--- src/rtl/ucie_ctl_phy_sb_pkg.sv ---
// Shared types and defaults for the PHY sideband config-channel arbiter.
//   sb_arb_states_e : arbiter FSM encoding
//   SB_MAX_CRD      : default credits advertised by the Adapter
//   SB_DEF_NC       : default sideband config beat width
//   sb_id_w()       : grant-index width for a given source count (min 1)
package ucie_ctl_phy_sb_pkg;

  typedef enum logic [1:0] {
    IDLE     = 2'b00,
    SEND     = 2'b01,
    WAIT_CRD = 2'b10
  } sb_arb_states_e;

  localparam int unsigned SB_MAX_CRD = 4;
  localparam int unsigned SB_DEF_NC  = 32;

  function automatic int unsigned sb_id_w(input int unsigned n);
    return (n > 1) ? $clog2(n) : 1;
  endfunction

endpackage

--- src/rtl/ucie_ctl_phy_sb_rr_arbiter.sv ---
// Combinational round-robin pick: first requester at or after ptr,
// wrapping modulo NUM_SRC.
//   req     in  NUM_SRC  request vector
//   ptr     in  ID_W     round-robin start index
//   gnt_id  out ID_W     selected index (0 when nothing requests)
//   gnt_vld out 1        a requester was found
module ucie_ctl_phy_sb_rr_arbiter
  import ucie_ctl_phy_sb_pkg::*;
#(
  parameter  int unsigned NUM_SRC = 3,
  localparam int unsigned ID_W    = sb_id_w(NUM_SRC)
) (
  input  logic [NUM_SRC-1:0] req,
  input  logic [ID_W-1:0]    ptr,
  output logic [ID_W-1:0]    gnt_id,
  output logic               gnt_vld
);

  // Two passes instead of a modulo index: upper segment [ptr..N-1] first,
  // then the wrapped segment [0..ptr-1].
  always_comb begin
    gnt_id  = '0;
    gnt_vld = 1'b0;
    for (int unsigned j = 0; j < NUM_SRC; j++) begin
      if (!gnt_vld && req[j] && (j >= 32'(ptr))) begin
        gnt_vld = 1'b1;
        gnt_id  = ID_W'(j);
      end
    end
    for (int unsigned j = 0; j < NUM_SRC; j++) begin
      if (!gnt_vld && req[j] && (j < 32'(ptr))) begin
        gnt_vld = 1'b1;
        gnt_id  = ID_W'(j);
      end
    end
  end

endmodule

--- src/rtl/ucie_ctl_phy_sb_cfg_arbiter.sv ---
// Shares the RDI sideband config channel between NUM_SRC message sources.
// Round-robin at message granularity, one Adapter credit per beat.
//   i_clk, i_rst_n       clock, async active-low reset
//   i_src_req/data/last  per-source beat valid, data ([k*NC +: NC]), last
//   o_src_ack            beat accepted this cycle (combinational, one-hot/0)
//   i_rdi_lp_cfg_crd     credit return pulse
//   o_rdi_pl_cfg_vld/cfg registered beat to the Adapter
//   o_grant_id, o_busy   current owner, FSM not idle
//   o_crd_cnt, o_crd_err available credits, sticky overflow
module ucie_ctl_phy_sb_cfg_arbiter
  import ucie_ctl_phy_sb_pkg::*;
#(
  parameter  int unsigned NC      = SB_DEF_NC,
  parameter  int unsigned NUM_SRC = 3,
  parameter  int unsigned MAX_CRD = SB_MAX_CRD,
  localparam int unsigned CRD_W   = $clog2(MAX_CRD + 1),
  localparam int unsigned ID_W    = sb_id_w(NUM_SRC)
) (
  input  logic                  i_clk,
  input  logic                  i_rst_n,
  input  logic [NUM_SRC-1:0]    i_src_req,
  input  logic [NUM_SRC*NC-1:0] i_src_data,
  input  logic [NUM_SRC-1:0]    i_src_last,
  output logic [NUM_SRC-1:0]    o_src_ack,
  input  logic                  i_rdi_lp_cfg_crd,
  output logic                  o_rdi_pl_cfg_vld,
  output logic [NC-1:0]         o_rdi_pl_cfg,
  output logic [ID_W-1:0]       o_grant_id,
  output logic                  o_busy,
  output logic [CRD_W-1:0]      o_crd_cnt,
  output logic                  o_crd_err
);

  localparam logic [CRD_W-1:0] CRD_MAX  = CRD_W'(MAX_CRD);
  localparam logic [ID_W-1:0]  LAST_SRC = ID_W'(NUM_SRC - 1);

  sb_arb_states_e   state_q, state_d;
  logic [ID_W-1:0]  grant_q, grant_d;
  logic [ID_W-1:0]  ptr_q, ptr_d;
  logic [CRD_W-1:0] crd_q, crd_d;
  logic             err_q, err_d;
  logic             vld_q;
  logic [NC-1:0]    data_q;

  logic [ID_W-1:0]  arb_id;
  logic             arb_vld;
  logic             beat_req;
  logic             beat_last;
  logic [NC-1:0]    beat_data;
  logic             accept;

  ucie_ctl_phy_sb_rr_arbiter #(
    .NUM_SRC (NUM_SRC)
  ) u_rr (
    .req     (i_src_req),
    .ptr     (ptr_q),
    .gnt_id  (arb_id),
    .gnt_vld (arb_vld)
  );

  // Owner's beat signals selected by compare rather than variable index,
  // so non-power-of-two NUM_SRC never addresses a missing source.
  always_comb begin
    beat_req  = 1'b0;
    beat_last = 1'b0;
    beat_data = '0;
    for (int unsigned j = 0; j < NUM_SRC; j++) begin
      if (ID_W'(j) == grant_q) begin
        beat_req  = i_src_req[j];
        beat_last = i_src_last[j];
        beat_data = i_src_data[j*NC +: NC];
      end
    end
  end

  assign accept = (state_q == SEND) && beat_req && (crd_q != '0);

  always_comb begin
    o_src_ack = '0;
    for (int unsigned j = 0; j < NUM_SRC; j++) begin
      o_src_ack[j] = accept && (ID_W'(j) == grant_q);
    end
  end

  // Credit counter: simultaneous take and return cancel out; a return at
  // full count saturates and flags an error.
  always_comb begin
    crd_d = crd_q;
    err_d = err_q;
    if (i_rdi_lp_cfg_crd && !accept) begin
      if (crd_q == CRD_MAX) begin
        err_d = 1'b1;
      end else begin
        crd_d = crd_q + 1'b1;
      end
    end else if (accept && !i_rdi_lp_cfg_crd) begin
      crd_d = crd_q - 1'b1;
    end
  end

  always_comb begin
    state_d = state_q;
    grant_d = grant_q;
    ptr_d   = ptr_q;
    unique case (state_q)
      IDLE: begin
        if (arb_vld) begin
          grant_d = arb_id;
          state_d = SEND;
        end
      end
      SEND: begin
        if (accept) begin
          if (beat_last) begin
            state_d = IDLE;
            ptr_d   = (grant_q == LAST_SRC) ? '0 : grant_q + 1'b1;
          end
        end else if (crd_q == '0) begin
          state_d = WAIT_CRD;
        end
      end
      WAIT_CRD: begin
        // Uses next count so a credit pulse resumes sending next cycle.
        if (crd_d != '0) begin
          state_d = SEND;
        end
      end
      default: state_d = IDLE;
    endcase
  end

  always_ff @(posedge i_clk or negedge i_rst_n) begin
    if (!i_rst_n) begin
      state_q <= IDLE;
      grant_q <= '0;
      ptr_q   <= '0;
      crd_q   <= CRD_MAX;
      err_q   <= 1'b0;
      vld_q   <= 1'b0;
      data_q  <= '0;
    end else begin
      state_q <= state_d;
      grant_q <= grant_d;
      ptr_q   <= ptr_d;
      crd_q   <= crd_d;
      err_q   <= err_d;
      vld_q   <= accept;
      data_q  <= accept ? beat_data : '0;
    end
  end

  assign o_rdi_pl_cfg_vld = vld_q;
  assign o_rdi_pl_cfg     = data_q;
  assign o_grant_id       = grant_q;
  assign o_busy           = (state_q != IDLE);
  assign o_crd_cnt        = crd_q;
  assign o_crd_err        = err_q;

endmodule

--- config.mk ---
export PLATFORM = sky130hd
export DESIGN_NAME = ucie_ctl_phy_sb_cfg_arbiter
export DESIGN_NICKNAME = d
export VERILOG_FILES = /design/src/rtl/ucie_ctl_phy_sb_pkg.sv /design/src/rtl/ucie_ctl_phy_sb_rr_arbiter.sv /design/src/rtl/ucie_ctl_phy_sb_cfg_arbiter.sv
export SDC_FILE = /design/constraint.sdc
export NUM_CORES = 1
export LEC_CHECK = 0
export CAP_MARGIN = 20
export CORE_MARGIN = 3
export CORE_UTILIZATION = 40
export CTS_BUF_LIST = sky130_fd_sc_hd__clkbuf_4 sky130_fd_sc_hd__clkbuf_8 sky130_fd_sc_hd__clkbuf_16
export DETAILED_ROUTE_END_ITERATION = 12
export DONT_BUFFER_PORTS = 1
export GPL_TIMING_DRIVEN = 1
export HOLD_SLACK_MARGIN = 0.1
export PLACE_DENSITY_LB_ADDON = 0.25
export SLEW_MARGIN = 20
export SYNTH_ARGS = -nofsm -noshare
export SYNTH_HDL_FRONTEND = slang
export SYNTH_SLANG_ARGS = --single-unit
--- constraint.sdc ---
create_clock -name i_clk -period 2 [get_ports i_clk]
set_input_delay 0.2 -clock i_clk [delete_from_list [all_inputs] [get_ports i_clk]]
set_output_delay 0.2 -clock i_clk [all_outputs]
set_load 0.005 [all_outputs]
; ---- Yosys cells after proc, flatten, opt, wreduce, memory -nomap -nowiden
; Cells that the tools add are included.
[op_classes]
mul = 0
shift = 0
n_addsub = 3
eq_ne = 10
mux = 31
bitwise = 0
n_reduce_logical = 35
div = 0
n_lt_le_gt_ge = 6
[op_table]
columns = op, n
row1 = 32-bit 2-to-1 mux, 4
row2 = 2-bit 2-to-1 mux, 10
row3 = 1-bit logical AND, 18
row4 = 1-bit 2-to-1 mux, 13
row5 = 3-bit 2-to-1 mux, 3
row6 = 1-bit zero test, 7
row7 = 2-bit one-hot mux with 3 select lines, 1
row8 = 3-bit nonzero test, 2
row9 = "2-bit equality test, second input constant", 2
row10 = "1-bit by 2-bit >= comparator with 1-bit output, first input constant", 2
row11 = 2-bit zero test, 2
row12 = "1-bit by 2-bit less-than comparator with 1-bit output, first input constant", 2
row13 = "2-bit inequality test, second input constant", 2
row14 = 2-bit AND reduction, 2
row15 = 4-bit AND reduction, 1
row16 = "3-bit by 1-bit adder with 3-bit output, second input constant", 1
row17 = "3-bit equality test, second input constant", 1
row18 = 3-bit zero test, 1
row19 = "3-bit by 2-bit inequality test with 1-bit output, second input constant", 1
row20 = "3-bit inequality test, second input constant", 1
row21 = 3-bit AND reduction, 1
row22 = "3-bit by 1-bit subtractor with 3-bit output, second input constant", 1
row23 = "2-bit by 1-bit adder with 2-bit output, second input constant", 1
row24 = "1-bit by 2-bit equality test with 1-bit output, first input constant", 1
row25 = other kinds (5), 5
[totals]
mem_bits_rw = 0
out_inout_bits = 43
word_cells = 92
n_memories = 0
rom_bits = 0
latch_bits = 0
inputBits = 105
ff_bits = 43

; ---- Logic depth before layout (Yosys ltp)
[depth]
word_depth = 25
mapped_depth = 9
ltp_nobuf = 9

; ---- By module
; Synthesis repeated with hierarchy kept, for this count alone.
[unflattened]
cells_unflattened = 264
area_unflattened_um2 = 2434.8
[by_module_without_submodules]
columns = mod, instances, cells_per_inst, seq_area_each_um2, area_per_inst_um2
row1 = ucie_ctl_phy_sb_cfg_arbiter, 1, 256, 1077.3, 2377.3
row2 = ucie_ctl_phy_sb_rr_arbiter, 1, 8, 0.0, 57.6

; ---- Worst setup path after synthesis
; No wires, ideal clock.
[synth_timing]
path_type = register to register
from = register crd_q[1] (netlist: o_crd_cnt[1])
to = register data_q[10] (netlist: o_rdi_pl_cfg[10])
required_time_ps = 1868
period_less_slack_ps = 1876
n_path_buf = 2
path_stages_with_launch = 9
arrival_ps = 1744
setup_slack_ps = 124
setup_ps = 132
cell_sequence = dfrtp_1 -> inv_1 -> ha_1 -> inv_1 -> o21ai_1 -> nand2b_1 -> clkbuf_1 -> clkbuf_1 -> nor2_1
[synth_between]
elab_chain_cells = 3
[synth_rtl]
columns = element, line_no
row1 = start: declaration, ucie_ctl_phy_sb_cfg_arbiter.sv:40  ; logic [CRD_W-1:0] crd_q, crd_d;
row2 = start signal: assignment, ucie_ctl_phy_sb_cfg_arbiter.sv:145  ; crd_q <= crd_d;
row3 = 3-bit nonzero test, ucie_ctl_phy_sb_cfg_arbiter.sv:76  ; assign accept = (state_q == SEND) && beat_req && (crd_q != '0);
row4 = 1-bit logical AND, ucie_ctl_phy_sb_cfg_arbiter.sv:76
row5 = 32-bit 2-to-1 mux, ucie_ctl_phy_sb_cfg_arbiter.sv:148  ; data_q <= accept ? beat_data : '0;
row6 = end signal: assignment, ucie_ctl_phy_sb_cfg_arbiter.sv:148
row7 = end: declaration, ucie_ctl_phy_sb_cfg_arbiter.sv:43  ; logic [NC-1:0] data_q;
; Every way passes these cells.
; A chain may end at the register's enable or synchronous reset.

; ---- Worst setup path in the final report
[layout_timing]
from = register grant_q[1] (netlist: o_grant_id[1])
to = output o_src_ack[2]
[layout_between]
elab_chain_cells = 7
word_cells_on_any_way = 9
cone_classes = eq/ne: 2 / mux: 3 / reduce/logical: 4
[layout_rtl]
columns = element, line_no
row1 = start: declaration, ucie_ctl_phy_sb_cfg_arbiter.sv:38  ; logic [ID_W-1:0] grant_q, grant_d;
row2 = start signal: assignment, ucie_ctl_phy_sb_cfg_arbiter.sv:143  ; grant_q <= grant_d;
row3 = 2-bit zero test, ucie_ctl_phy_sb_cfg_arbiter.sv:68  ; if (ID_W'(j) == grant_q) begin
row4 = 1-bit 2-to-1 mux (3 in series), ucie_ctl_phy_sb_cfg_arbiter.sv:68
row5 = 1-bit logical AND (2 in series), ucie_ctl_phy_sb_cfg_arbiter.sv:76
row6 = 1-bit logical AND *, ucie_ctl_phy_sb_cfg_arbiter.sv:81  ; o_src_ack[j] = accept && (ID_W'(j) == grant_q);
row7 = end: declaration, ucie_ctl_phy_sb_cfg_arbiter.sv:24  ; output logic [NUM_SRC-1:0] o_src_ack,
; Mark *: on every way between the ends. The rest lies on a longest branch, timed or not.

==> results.json <==
{
  "crit_slowest_cell": "dfrtp_2",
  "cts-root-buf": "clkbuf_8",
  "dieArea_sq_mm": 0.00662,
  "crit_family": "flip-flops",
  "fillers": 456,
  "ys_warn_count": 0,
  "crit_path_start_kind": "flip-flop",
  "pin_count": 148,
  "cts.htree.levels": 2,
  "finalHoldViolations": 0,
  "clk_pin_slew_ns": 0.08,
  "yosys.area.top_type": "dfrtp_1",
  "synth_seq_cells": 43,
  "via_count": 1995,
  "yosys.cell_types.count": 36,
  "holdWs_ns": 0.116,
  "synth_top_area_share_pct": 46.3,
  "final_common_cell": "nor2_1",
  "grt.overflow.total": 0,
  "reg2reg_slack_ns": 0.10,
  "antenna_found_initial": 0,
  "clkPwrFrac_pct": 15.0,
  "layout_common_cells": "nor2_1 (68), dfrtp_1 (41), a21oi_1 (36), dlygate4sd3_1 (36), mux2i_1 (34)",
  "slew_violations": 0,
  "synthTopCellsByArea": "dfrtp_1 (46%), mux2i_1 (15%), nor2_1 (11%)",
  "fp-row-count": 26,
  "antenna_cells": 0,
  "period_minus_slack_ns": 1.93,
  "drt_iter0_markers": 148,
  "io_buffer_count": 0,
  "ys_seq_area_share_pct": 47.4,
  "peakVddDrop_v": 0.000706,
  "gp_congestion": 0.786,
  "crit_end": "o_src_ack[2]",
  "cts_tree": "yes",
  "syn_nets": 360,
  "worst_pin_slew_ns": 0.394,
  "p_seq_share_pct": 33.6,
  "clk_path_buf_depth": 2,
  "rsz0062_at_grt": "yes",
  "vias_per_cell": 5.48,
  "crit_arrival_ns": 1.73,
  "path_class": "reg -> out",
  "drive_gt1_share_pct": 12.2,
  "startpoint": "o_grant_id[1]",
  "finalWirelength_microns": 6670,
  "final_antenna_net_count": 0,
  "holdPathStages": 3,
  "initial_core_util_pct": 42.8,
  "cp_max_fo": 19,
  "crit_chain": "mux2i_1 > o21ai_2 > buf_4 > nand2b_4 > buf_12 > nor3b_4",
  "cap_violations": 0,
  "setup_viol": 0,
  "power_density_mw_per_mm2": 1360,
  "areaGrowthSynthToFinish_pct": 30.3,
  "worstSkewPairLatency_ns": 0.29,
  "fin_skew_ns": 0.00247,
  "max_freq_mhz": 519,
  "cellLeakagePower_nw": 1.36,
  "status": "completed",
  "wire_per_inst_microns": 18.3,
  "post-dp-hpwl_microns": 4330,
  "rr_worst_depth": 6,
  "p_switching_mw": 1.65,
  "max_stage_delay_ns": 0.42,
  "grt_usage_pct": 19.4,
  "crit_cells": 6,
  "min_path_type": "in -> reg",
  "p_comb_share_pct": 51.4,
  "cp-end-kind": "primary output",
  "remaining_drc_errors": 0,
  "finalCritPeriodShare_pct": 96.4,
  "grt_pass1_vias": 1918,
  "layout.nets": 401,
  "cp.required_ns": 1.80,
  "grt_max_degree": 44,
  "synth_area_sq_mm": 0.00227,
  "r2r_start": "o_grant_id[1]",
  "fp.coreArea_sq_mm": 0.00530,
  "p_int_mw": 2.36,
  "cts_made_buffers": 5,
  "swShare_pct": 41.2,
  "first_pass_iters": 4,
  "cts.sinks": 43,
  "die_x_microns": 81.3,
  "synth_cells": 252,
  "die_h_microns": 81.3,
  "finish.instance_area_sq_mm": 0.00296,
  "r2r_end": "state_q[0]",
  "syn_avg_cell_area_sq_um": 9.01,
  "slew_headroom_pct": 73.7,
  "grt_pass1_wl_microns": 9520,
  "placed_area_sq_mm": 0.00237,
  "crit_buf_inv": 2
}
==> per-stage QoR <==
| step | worst slack, ns | utilization, % | TNS (ns) | instances | power (mW) |
|---|---|---|---|---|---|
| floorplan | 0.124 | - | 0 | 252 | 2.67 |
| finish | 0.0721 | 55.8 | 0 | 364 | 4.01 |
| detailed placement | 0.102 | 44.8 | 0 | 314 | 3.13 |
| global route | -0.0406 | 55.8 | -0.0541 | 364 | 4.34 |
| CTS | 0.0113 | 54.1 | 0 | 359 | 3.84 |
| global placement | 0.150 | 44.8 | 0 | 314 | 3.10 |
==> layout make-up <==
cell class | instances | area (sq um) | area share, %
tap | 70 | 87.6 | 2.96
inverter | 7 | 26.3 | 0.888
clock inverter | 1 | 7.51 | 0.254
multi-input combinational | 185 | 1150 | 38.8
sequential | 43 | 1080 | 36.4
clock buffer | 7 | 96.3 | 3.26
timing repair buffer | 51 | 515 | 17.4
==> cell families after synthesis <==
logic type | synth area share, %
buffers and inverters | 4.13
multiplexers | 15.5
AND/OR/NAND/NOR | 17.1
AO/OA/AOI/OAI | 13.4
adder cells (fa/ha/maj) | 1.65
flip-flops | 47.4
XOR/XNOR | 0.771
==> cells in the mapped netlist <==
master	number
xnor2_1	2
nor2_1	68
or3_1	1
nand4_1	1
o221ai_1	1
nor3b_1	2
dfrtp_1	42
o21ai_1	2
a22oi_1	1
mux2i_1	34
nand2_1	7
ha_1	3
o31a_1	1
a21oi_1	36
buf_1	4
o31ai_1	2
nand2b_1	2
o2111ai_1	1
a31oi_1	3
o32a_1	1
mux2_1	1
inv_1	7
o21ai_2	1
a41o_1	1
o21ai_0	2
nor3_1	2
nand3b_1	1
or2_2	1
o21a_1	1
clkbuf_1	10
nand3_1	2
dfstp_2	1
and3b_1	1
nor2b_1	3
and3_1	1
buf_2	3
==> flip-flops by register name, indices dropped and copies added, names as in the netlist <==
register	cells
ptr_q	2
o_grant_id	2
o_rdi_pl_cfg	32
state_q	2
o_crd_err	1
o_rdi_pl_cfg_vld	1
o_crd_cnt	3
==> layer usage <==
metal | track usage, % | wire length (microns) | part of all wire (%)
met5 | 0 | 0 | 0
met4 | 7.43 | 142 | 2.1
met3 | 7.43 | 661 | 9.9
met2 | 32.4 | 3410 | 51
met1 | 22.3 | 2450 | 37
==> repair_timing <==
action | in CTS | in global routing
hold buffers | 37 | 0
pin swaps | 0 | 2
cloned | 0 | 1
hold endpoints to repair | 78 | 0
setup buffers | 0 | 4
endpoints found under the setup margin | 2 | 3
gates resized for setup | 3 | 8
==> worst min-delay path by stage <==
stage | from | slack, ns | end
detailed placement | i_rst_n | -0.09 | o_rdi_pl_cfg[26]
global placement | i_rst_n | -0.09 | o_rdi_pl_cfg[26]
global route | i_src_req[1] | 0.11 | o_grant_id[1]
CTS | i_src_req[2] | 0.11 | o_grant_id[0]
finish | i_src_req[2] | 0.12 | o_grant_id[0]
floorplan | i_rst_n | -0.1 | o_crd_cnt[0]
==> power by group through the flow <==
| stage | logic (mW) | clock network [mW] | registers, mW |
|---|---|---|---|
| detailed placement | 1.77 | 0 | 1.36 |
| global placement | 1.74 | 0 | 1.36 |
| finish | 2.06 | 0.600 | 1.35 |
| global route | 2.28 | 0.672 | 1.38 |
| CTS | 1.86 | 0.628 | 1.35 |
| floorplan | 1.35 | 0 | 1.32 |
==> worst min-delay path, cell delays in order <==
cell	delay [ns]
a22oi_1	0.05
nand3_1	0.08
nand2_1	0.05
Note: power is estimated with default switching activity, not from simulation.
